## src/rtl/probe_led_scanner.sv

```systemverilog
// probe_led_scanner: N-channel probe capture and 7-seg scanner.
// Optional macro LEADING_ZERO_BLANK_EN blanks leading-zero digits.
module probe_led_scanner #(
  parameter int NUM_CH      = 8,
  parameter int SEL_W       = 3,
  parameter int DIGITS      = 8,
  parameter int REFRESH_DIV = 10000
) (
  input  logic                 Clk,
  input  logic                 reset,
  input  logic [NUM_CH*32-1:0] probe_bus,
  input  logic [SEL_W-1:0]     sel,
  input  logic                 page,
  input  logic                 hold,
  output logic [DIGITS-1:0]    LEDSEL,
  output logic [7:0]           LEDOUT,
  output logic                 frame_tick
);

  localparam int PW = (REFRESH_DIV > 1) ? $clog2(REFRESH_DIV) : 1;
  localparam int IW = (DIGITS > 1) ? $clog2(DIGITS) : 1;
  localparam int WW = DIGITS * 4;
  localparam int SH = (DIGITS == 8) ? 0 : WW;
  localparam logic [PW-1:0] P_LAST = PW'(REFRESH_DIV - 1);
  localparam logic [IW-1:0] I_LAST = IW'(DIGITS - 1);

  logic [PW-1:0] prescale;
  logic [IW-1:0] idx;
  logic [31:0]   shadow;
  logic          page_q;
  logic          tick;
  logic          frame_end;
  logic [31:0]   sel_word;
  logic [WW-1:0] window;
  logic [IW-1:0] nib_idx;
  logic [3:0]    nib;
  logic [7:0]    seg;
  logic          blank;

  function automatic logic [7:0] encode(input logic [3:0] n);
    logic [7:0] s;
    s = 8'hFF;
    unique case (n)
      4'h0: s = 8'hC0;
      4'h1: s = 8'hF9;
      4'h2: s = 8'hA4;
      4'h3: s = 8'hB0;
      4'h4: s = 8'h99;
      4'h5: s = 8'h92;
      4'h6: s = 8'h82;
      4'h7: s = 8'hF8;
      4'h8: s = 8'h80;
      4'h9: s = 8'h90;
      4'hA: s = 8'h88;
      4'hB: s = 8'h83;
      4'hC: s = 8'hC6;
      4'hD: s = 8'hA1;
      4'hE: s = 8'h86;
      4'hF: s = 8'h8E;
    endcase
    return s;
  endfunction

  assign tick      = (prescale == P_LAST);
  assign frame_end = tick && (idx == I_LAST);

  // Page is latched with the frame so the window never tears.
  assign window  = WW'(shadow >> (page_q ? SH : 0));
  assign nib_idx = I_LAST - idx;
  assign nib     = window[{nib_idx, 2'b00} +: 4];
  assign seg     = encode(nib);

  // Selected probe word; out-of-range channels read as zero.
  always_comb begin
    sel_word = '0;
    if (32'(sel) < NUM_CH)
      sel_word = probe_bus[32'(sel)*32 +: 32];
  end

  // Blank digit when it and all higher nibbles are zero.
  always_comb begin
`ifdef LEADING_ZERO_BLANK_EN
    blank = (idx != I_LAST) &&
            ((window >> {nib_idx, 2'b00}) == '0);
`else
    blank = 1'b0;
`endif
  end

  // Prescaler and digit index walk the scan.
  always_ff @(posedge Clk) begin
    if (reset) begin
      prescale <= '0;
      idx      <= '0;
    end else begin
      prescale <= tick ? '0 : prescale + 1'b1;
      if (tick)
        idx <= (idx == I_LAST) ? '0 : idx + 1'b1;
    end
  end

  // Frame-boundary capture of the probe word and page.
  always_ff @(posedge Clk) begin
    if (reset) begin
      shadow <= '0;
      page_q <= 1'b0;
    end else if (frame_end) begin
      page_q <= page;
      if (!hold)
        shadow <= sel_word;
    end
  end

  // Registered display outputs, one cycle behind idx.
  always_ff @(posedge Clk) begin
    if (reset) begin
      LEDSEL     <= '1;
      LEDOUT     <= 8'hFF;
      frame_tick <= 1'b0;
    end else begin
      LEDSEL     <= ~(DIGITS'(1) << idx);
      LEDOUT     <= blank ? 8'hFF : seg;
      frame_tick <= frame_end;
    end
  end

endmodule

```

## config.mk

```make
export PLATFORM = sky130hd
export DESIGN_NAME = probe_led_scanner
export DESIGN_NICKNAME = d
export VERILOG_FILES = /design/src/rtl/probe_led_scanner.sv
export SDC_FILE = /design/constraint.sdc
export NUM_CORES = 1
export LEC_CHECK = 0
export ABC_AREA = 1
export CORE_ASPECT_RATIO = 0.7
export CORE_MARGIN = 5
export CORE_UTILIZATION = 45
export CTS_BUF_LIST = sky130_fd_sc_hd__clkbuf_2
export DETAILED_ROUTE_END_ITERATION = 8
export PLACE_DENSITY = 0.89
export SYNTH_ARGS = -nofsm -noshare
export SYNTH_HDL_FRONTEND = slang
export SYNTH_SLANG_ARGS = --single-unit
```

## constraint.sdc

```tcl
create_clock -name Clk -period 5.3 [get_ports Clk]
set_input_delay 0.795 -clock Clk [delete_from_list [all_inputs] [get_ports Clk]]
set_output_delay 0.795 -clock Clk [all_outputs]
set_load 0.02 [all_outputs]
```

==> results_tabular.tex <==
\begin{tabular}{lr}
\hline
Metric & Value \\
\hline
\multicolumn{2}{l}{\textbf{Status}} \\
Result of the run & finished, final reports clean \\
\multicolumn{2}{l}{\textbf{Global routing}} \\
First-pass GRT wire length & 32800 microns \\
Number of global-route vias before repair & 6565 \\
Pin count of the biggest net entering global routing & 69 \\
Antenna violations before repair & 0 \\
GRT Overall Usage & 0.279 \\
Total overflow reported by the global router & 0 \\
\multicolumn{2}{l}{\textbf{Timing}} \\
Number of max-slew violations in the final report & 0 \\
Final setup viols & 0 \\
Sum of negative setup slack & 0 ns \\
Worst slew margin relative to its limit & 0.199 \\
Setup repair after global routing missed its margin & no \\
Final Cycle Share & 0.568 \\
Final critical delay including setup and external delays & 3.01 ns \\
Final Hold Violating Endpoints & 0 \\
Least setup slack across all paths after layout & 2.29 ns \\
Clock tree skew after final layout & about 0.036 ns \\
FMAX & between 300 and 400 MHz \\
Worst Max-Slew Pin Slew & 1.20 ns \\
Final worst hold slack & 0.461 ns \\
\multicolumn{2}{l}{\textbf{Synth}} \\
Number of warning messages in the yosys log & 0 \\
Avg Inst Size Synth & 5.57 sq um \\
Share of async-settable or async-resettable flops after synthesis & 0 \\
Post-synth net total & 1281 \\
Share of the yosys chip area belonging to registers & 0.232 \\
Most used flip-flop cell after synthesis & dfxtp\_1 \\
Synthesized area & 0.00560 sq mm \\
Number of register bits inferred by synthesis & 65 \\
Number of enable-type register cells in the synthesized netlist & 0 \\
Cell count after synthesis & 1005 \\
Netlist cell types & 31 \\
\multicolumn{2}{l}{\textbf{Critical path}} \\
CP arrival & 3.48 ns \\
Startpoint of the lowest-slack register-to-register path & idx[0]\$\_SDFFE\_PP0N\_ \\
Critical path cell sequence & buf\_4 -> clkinv\_2 -> buf\_4 -> nand2\_1 -> nand3\_1 -> nand3\_1 -> nand2\_1 -> nor2\_2 -> nor2\_1 \\
Crit start category & primary input \\
Reg-to-reg slack, setup & $\sim$2.8 ns \\
Data required time of the critical path & 5.77 ns \\
Max Fanout on Critical Path & 65 \\
Kind of critical path & in -> reg \\
Timing startpoint of the critical path & sel[0] \\
CP Capture Type & flip-flop \\
CP max-delay cell & clkinv\_2 \\
Largest stage delay, worst path & approximately 0.85 ns \\
\multicolumn{2}{l}{\textbf{Run}} \\
Max capacitance violation total & 0 \\
\multicolumn{2}{l}{\textbf{CTS}} \\
CTS-repair resized insts & 0 \\
Clock Pin Slew Worst Setup and Hold Paths & 0.22 ns \\
H-tree depth & 3 \\
Bufs on Longest Clock Path & 2 \\
Clock insertion delay at the later pin of the skew report & approximately 0.54 ns \\
Master cell of the clock root buffer & clkbuf\_2 \\
TritonCTS buffer count & 9 \\
CTS tree & yes \\
Hold-fix buffer count after cts & 0 \\
Setup repair bufs after CTS & 0 \\
CTS sink count & 65 \\
\multicolumn{2}{l}{\textbf{Routing}} \\
Initial DRC Count & 658 \\
Routed wire length & $\sim$21000 microns \\
Number of detailed-route iterations in the first pass & 5 \\
Post-DR wirelength/cell & 15.3 microns \\
Via count of the routed design & 7189 \\
Post-detailed-route DRC marker count & 0 \\
Post-detailed-route via-to-cell ratio & 5.14 \\
Antenna-violating nets left & 0 \\
\multicolumn{2}{l}{\textbf{Place}} \\
Cell Count Post-Placement & about 1.4k \\
Number of buffer cells added on primary ports & 277 \\
Detail Placement HPWL & 16100 microns \\
Placement Setup Slack & 1.75 ns \\
Final estimated routing congestion in global placement & 0.965 \\
\multicolumn{2}{l}{\textbf{Power}} \\
Leakage power & between 3 and 4 nW \\
Max IR drop VDD & 0.139 mV \\
Power per standard cell area & 154 mW/mm\^{}2 \\
\multicolumn{2}{l}{\textbf{Layout}} \\
Nets & 1509 \\
Final core area utilization & 0.683 \\
Filler instances & $\sim$1.1k \\
Non-filler cells, final & 1400 \\
Number of antenna repair diodes & 0 \\
Post-synthesis to final-layout area growth & 49.9\% \\
Share of cells above drive strength 1 & 0.0646 \\
Most common library cell in the layout ignoring fill and taps & nand2\_1 \\
Most used cells in the layout excluding fill and tap cells & 433 x nand2\_1, 275 x clkdlybuf4s50\_1, 239 x nand3\_1 \\
\multicolumn{2}{l}{\textbf{Die}} \\
Full die area & 0.0148 sq mm \\
Number of I/O pins & 280 \\
Overall die width & 143 microns \\
Placement Rows & 34 \\
Floorplan Core Area & 0.0123 sq mm \\
Effective utilization at floorplan & 0.456 \\
Die extent in y & around 100 microns \\
\multicolumn{2}{l}{\textbf{Hold path}} \\
Hold Crit Start & prescale[0]\$\_SDFF\_PP0\_ \\
Hold WC Path Type & reg -> reg \\
\hline
\end{tabular}
==> flip-flops by register name (all words and copies together), names as in the netlist <==
| signal | count |
|---|---|
| idx | 3 |
| frame_tick | 1 |
| LEDOUT | 7 |
| shadow | 32 |
| LEDSEL | 8 |
| prescale | 14 |
==> metal layers <==
layer / vias up / track usage / routed length, microns
met3: 57 / 0.0758 / 2220
met1: 3167 / 0.329 / 8470
met4: 0 / 0.0955 / 727
met2: 334 / 0.496 / 10000
li1: 3631 / - / -
met5: - / 0 / 0
==> per-stage QoR <==
| step | instance area, sq um | power, mW |
|---|---|---|
| 2_1_floorplan | 5600 | 0.675 |
| 3_3_place_gp | 8230 | 0.901 |
| 3_5_place_dp | 8230 | 0.906 |
| 4_1_cts | 8390 | 1.30 |
| 5_1_grt | 8390 | 1.36 |
| 6_report | 8390 | 1.30 |
==> worst max-delay path: cells and delay by family <==
family                 cells  cell delay [ns]
and+or+nand+nor            6             0.69
buffers and inverters      3             1.93
==> logic make-up after synthesis <==
logic type               synth area share
other                            0.000669
adder cells (fa/ha/maj)            0.0290
buffers and inverters               0.110
flip-flops                          0.232
AND/OR/NAND/NOR                     0.610
AO/OA/AOI/OAI                      0.0138
XOR/XNOR                          0.00469
==> where the power goes <==
group | switching [mW] | total (mW) | internal, mW
Sequential | 0.00184 | 0.496 | 0.494
Combinational | 0.170 | 0.402 | 0.233
Clock | 0.194 | 0.397 | 0.203
==> synthesized netlist by cell type, types with 3 or more instances <==
| cell type | instances | area share |
|---|---|---|
| nor2_2 | 31 | 0.035 |
| buf_4 | 6 | 0.0080 |
| inv_2 | 7 | 0.0047 |
| nand3_1 | 239 | 0.21 |
| a21oi_1 | 8 | 0.0071 |
| buf_6 | 9 | 0.018 |
| clkbuf_1 | 12 | 0.0080 |
| o21ai_0 | 4 | 0.0036 |
| nand2_1 | 433 | 0.29 |
| dfxtp_1 | 65 | 0.23 |
| nor3_1 | 4 | 0.0036 |
| ha_1 | 13 | 0.029 |
| buf_2 | 35 | 0.031 |
| nor3_2 | 3 | 0.0054 |
| inv_1 | 52 | 0.035 |
| buf_1 | 3 | 0.0020 |
| nand2_2 | 5 | 0.0056 |
| nor2_1 | 59 | 0.040 |
==> final timing paths <==
| check | to | cells after the start |
|---|---|---|
| worst max-delay path | shadow[21]$_SDFFE_PP0P_ | 9 |
| worst min-delay path | prescale[0]$_SDFF_PP0_ | 1 |
| worst max register to register | shadow[20]$_SDFFE_PP0P_ | 5 |
| worst min register to register | prescale[0]$_SDFF_PP0_ | 1 |
==> final cells by class <==
cell class	instances	area [sq um]	share of cell area
clock inverters	7	119	0.0142
inverters	62	238	0.0283
flip-flops and latches	65	1300	0.155
multi-input cells	813	3690	0.439
clock buffers	9	45.0	0.00537
repair buffers	282	2800	0.334
well taps	162	203	0.0241
(Power assumes the default switching activity.)
==> patch 1 (config.mk and constraints unchanged) <==
Register the output `LEDSEL` once more, without a reset; this adds one clock of latency there. The other outputs are not delayed to match.
--- a/src/rtl/probe_led_scanner.sv
+++ b/src/rtl/probe_led_scanner.sv
@@ -23,6 +23,8 @@
   localparam int SH = (DIGITS == 8) ? 0 : WW;
   localparam logic [PW-1:0] P_LAST = PW'(REFRESH_DIV - 1);
   localparam logic [IW-1:0] I_LAST = IW'(DIGITS - 1);
+
+  logic [DIGITS-1:0] LEDSEL_s0;
 
   logic [PW-1:0] prescale;
   logic [IW-1:0] idx;
@@ -114,15 +116,19 @@
   // Registered display outputs, one cycle behind idx.
   always_ff @(posedge Clk) begin
     if (reset) begin
-      LEDSEL     <= '1;
+      LEDSEL_s0  <= '1;
       LEDOUT     <= 8'hFF;
       frame_tick <= 1'b0;
     end else begin
-      LEDSEL     <= ~(DIGITS'(1) << idx);
+      LEDSEL_s0  <= ~(DIGITS'(1) << idx);
       LEDOUT     <= blank ? 8'hFF : seg;
       frame_tick <= frame_end;
     end
   end
 
+  always_ff @(posedge Clk) begin
+    LEDSEL <= LEDSEL_s0;
+  end
+
 endmodule
 
Behaviour: not the same (a bounded check fails within 4 cycles, from zero or initial values and one cycle with reset high).
==> patch 1 against the original RTL <==
Routed wire length is 4.3% lower. Die area is 0.13% higher. Power is 6.3% higher. Setup slack better by 0.54 ns. Highest routed layer unchanged. Global-route usage is 0.91 points lower. Area after synthesis is 0.13% higher. Sequential cell count is 8 higher. Cell area is 0.70% higher.
==> patch 1: results (changes against the original RTL) <==
| Metric | Value |
|---|---|
| Top delay family on crit path | flip-flops (was buffers and inverters) |
| Syn avg cell area | 5.58 µm² (was 5.57 µm²) |
| Crit-path slowest cell | dfxtp_1 (was clkinv_2) |
| Hold_ws | 0.349 ns (was 0.461 ns) |
| Top post-synthesis cells by count | nand2_1, nand3_1, nor2_1 (was nand2_1, nand3_1, dfxtp_1) |
| DP Cell Count | 1,386 (was 1,384) |
| Sequential area share after synthesis | 26.1% (was 23.2%) |
| Syn nets | 1,282 (was 1,281) |
| Tightest Pin Transition | 1.25 ns (was 1.20 ns) |
| Initial DRC Count | 562 (was 658) |
| CP max FO | 24 (was 65) |
| Skew final | 0.0169 ns (was 0.0361 ns) |
| Placer Congestion | 0.951 (was 0.965) |
| Netlist cell types | 29 (was 31) |
| Setup WS pre-CTS | 2.43 ns (was 1.75 ns) |
| Switching part of the total power | 27.6% (was 28.3%) |
| Crit-path max cell delay | 0.92 ns (was 0.85 ns) |
| R2R depth | 11 (was 5) |
| GRT Total Usage | 27.0% (was 27.9%) |
| Initial antenna violation count | 0 (unchanged) |
| Yosys top cell area share | 28.7% (was 29.0%) |
| Met1 usage | 32.3% (was 32.9%) |
| Peak VDD IR | 0.121 mV (was 0.139 mV) |
| Critical Path AT | 2.92 ns (was 3.48 ns) |
| Largest net degree at the start of global routing | 129 (was 69) |
| Largest cells by area after synthesis | nand2_1, dfxtp_1, nand3_1 (unchanged) |
| Run status | complete, no violations (unchanged) |
| Post-layout minimum cycle time | 2.47 ns (was 3.01 ns) |
| Nets@finish | 1,511 (was 1,509) |
| Met2 track demand over resource | 46.9% (was 49.6%) |
| Layout cell share with drive strength beyond 1 | 3.63% (was 6.46%) |
| Pwr Total | 0.00138 W (was 0.00130 W) |
| Dpl hpwl | 15,500 µm (was 16,100 µm) |
| Yosys warns | 0 (unchanged) |
| Sequential fraction of design power | 40.5% (was 38.3%) |
| Via density | 5.12 (was 5.14) |
| Static Leak | 3.93 nW (about the same) |
| Global-route wire length before repair | 32,300 µm (was 32,800 µm) |
| Cell Area, Placed | 8280 µm² (was 8230 µm²) |
| Via count | 7,183 (was 7,189) |
| Pre-Repair DR Iteration Count | 6 (was 5) |
| Hold Crit Depth | 0 (was 1) |
| Largest registers | shadow (32), prescale (14) (was shadow (32), prescale (14), LEDSEL (8)) |
| Clk pin slew, worst setup/hold paths | 0.21 ns |
| Num CTS Buffers | 9 (unchanged) |
| Total Wirelength | 20,500 µm (was 21,400 µm) |
| Vias in the first global route | 6,691 (was 6,565) |
| Met3 layer usage reported by global route | 7.77% (was 7.58%) |
==> patch 1: cell count changes after synthesis, moves of 6 or more <==
cell	delta
buf_6	-6
dfxtp_1	+8
nand3_1	-8
nor2_1	+28
nor2_2	-31
==> patch 1: logic make-up after synthesis <==
kind of cell,synth area share (%)
compound gates,1.52
xor+xnor,0.469
other cells,0.0669
simple gates,58.7
flops,26.1
fa+ha+maj,2.90
buf+inv,10.3
==> patch 1: worst reg2reg max path, cell delays in order, from the launching register on <==
cell     delay, ns
dfxtp_1       0.92
inv_2         0.31
nand2_1       0.14
nand3_1       0.08
nand3_1       0.10
nand2_1       0.16
ha_1          0.33
inv_1         0.05
nand3_1       0.08
nand3_1       0.09
nand2_1       0.07
nand2_1       0.06
==> patch 1: area by class of cell <==
| type | count | area [µm²] |
|---|---|---|
| Clock buffer | 9 | 45.0 |
| Clock inverter | 7 | 126 |
| Fill cell | 1074 | 3840 |
| Inverter | 61 | 230 |
| Multi-Input combinational cell | 806 | 3570 |
| Sequential cell | 73 | 1460 |
| Tap cell | 162 | 203 |
| Timing Repair Buffer | 284 | 2820 |
==> patch 1: routing by layer <==
| metal | wire length [µm] | vias to the layer above | share of wire [%] |
|---|---|---|---|
| li1 | - | 3635 | - |
| met1 | 8250 | 3153 | 40 |
| met2 | 9470 | 329 | 46 |
| met3 | 2140 | 66 | 10 |
| met4 | 651 | 0 | 3.2 |
| met5 | 0 | - | 0 |
==> patch 1: final timing paths <==
kind	startpoint	endpoint
max	idx[0]	LEDOUT[3]
min	LEDSEL_s0[4]	LEDSEL[4]
max reg2reg	idx[0]	LEDOUT[3]
min reg2reg	LEDSEL_s0[4]	LEDSEL[4]
==> patch 2 (same settings) <==
Made on the original files. Build with the macro `LEADING_ZERO_BLANK_EN` defined.
--- a/src/rtl/probe_led_scanner.sv
+++ b/src/rtl/probe_led_scanner.sv
@@ -1,5 +1,7 @@
 // probe_led_scanner: N-channel probe capture and 7-seg scanner.
 // Optional macro LEADING_ZERO_BLANK_EN blanks leading-zero digits.
+`define LEADING_ZERO_BLANK_EN
+
 module probe_led_scanner #(
   parameter int NUM_CH      = 8,
   parameter int SEL_W       = 3,
Behaviour: not the same (a bounded check fails within 4 cycles, from zero or initial values and one cycle with reset high).
==> patch 2 against the original RTL <==
Routed wire length decreased by 3.1%. Synthesized cell count shrank 1.2%. Setup slack better by 0.70 ns. Count of clock-buffer cells in the layout grew 3. Register-to-register slack better by 0.15 ns. Fmax grew 30%. Sequential cell count unchanged. Power down 10%. Core utilization is essentially flat. Cell area grew 1.8%. Area after synthesis up 3.4%. Critical path type is now flop to flop. Largest cell class unchanged. Highest routed layer unchanged.
==> patch 2: results (changes against the original RTL) <==
| Metric | Value |
|---|---|
| Multi-input gates | 791 (was 813) |
| Critical Path AT | 2.71 ns (was 3.48 ns) |
| Run status | complete, no violations (unchanged) |
| Syn nets | 1,268 (was 1,281) |
| Largest cells by area after synthesis | dfxtp_1, nand2_1, nor2_1 (was nand2_1, dfxtp_1, nand3_1) |
| Syn avg cell area | 5.83 µm² (was 5.57 µm²) |
| Global-route wire length before repair | 33,300 µm (was 32,800 µm) |
| Peak VDD IR | 0.0900 mV (was 0.139 mV) |
| Setup WS pre-CTS | 2.75 ns (was 1.75 ns) |
| Vias in the first global route | 6,786 (was 6,565) |
| Via count | 7,254 (was 7,189) |
| Top post-synthesis cells by count | nand2_1, nor2_1, o21ai_0 (was nand2_1, nand3_1, dfxtp_1) |
| Nets@finish | 1,493 (was 1,509) |
| Drt wl/cell | 15.0 µm (was 15.3 µm) |
| FMAX | 432 MHz (was 332 MHz) |
| Sequential area share after synthesis | 22.5% (was 23.2%) |
| Tightest Pin Transition | 1.03 ns (was 1.20 ns) |
| Buffers excl. clock | 283 (was 282) |
| Signal buf overhead | 33.0% (was 33.4%) |
| Synth area leader | dfxtp_1 (was nand2_1) |
| R2R Setup Slk | 2.99 ns (was 2.84 ns) |
| Fraction of area in multi-input gates | 45.2% (was 43.9%) |
| Number of non-clock inverters | 68 (was 62) |
| CLK BUF | 12 (was 9) |
| Skew final | 0.0255 ns (was 0.0361 ns) |
| GRT Total Usage | 25.8% (was 27.9%) |
| Pre-Repair DR Iteration Count | 6 (was 5) |
==> patch 2: changes by cell type after synthesis, sizes merged, moves of 34 or more <==
cell	before	now
nand2	438	267
nand3	241	42
nor2	91	198
nor3b	0	34
o21ai	6	143
o22ai	0	64
==> patch 2: metal layers <==
metal	wire length, µm	global-route usage [%]	share of wire, %
met5	0	0	0
met4	486	6.26	2.3
met3	1660	6.88	8.0
met2	9570	43.2	46
met1	9040	33.3	44
==> patch 2: where the power goes <==
group / total, W / internal, W / switching, W
registers: 0.000493 / 0.000491 / 0.00000137
logic: 0.000381 / 0.000227 / 0.000154
clock network: 0.000290 / 0.000112 / 0.000178
total: 0.00116 / 0.000830 / 0.000333
==> patch 2: worst paths after layout <==
path / from / to / cells past startpoint
worst min-delay path: prescale[0] / prescale[0] / 1
worst min register to register: prescale[0] / prescale[0] / 1
worst max register to register: idx[1] / shadow[11] / 7
worst max-delay path: idx[1] / shadow[11] / 7
==> patch 2: metrics by stage <==
| step | cell area (µm²) | hold slack (ns) |
|---|---|---|
| after floorplan | 5790 | 0.418 |
| after global placement | 8440 | 0.427 |
| after detailed placement | 8440 | 0.438 |
| after CTS | 8540 | 0.461 |
| after global routing | 8540 | 0.481 |
| final | 8540 | 0.458 |
==> patch 2: worst max-delay path, stage by stage, from the launching register on <==
cell and delay, ns:
dfxtp_1 0.71, ha_1 0.28, ha_1 0.18, inv_1 0.09
nor2_1 0.18, nand2_4 0.36, nor2_1 0.29, nor3b_2 0.07
==> patch 2: cell families after synthesis <==
kind of cell	count (synthesis)	share of synthesized area, %
flip-flops	65	22.5
AND/OR/NAND/NOR	556	42.9
adder cells (fa/ha/maj)	12	2.59
XOR/XNOR	3	0.454
buffers and inverters	137	10.9
other	1	0.0648
AO/OA/AOI/OAI	219	20.6
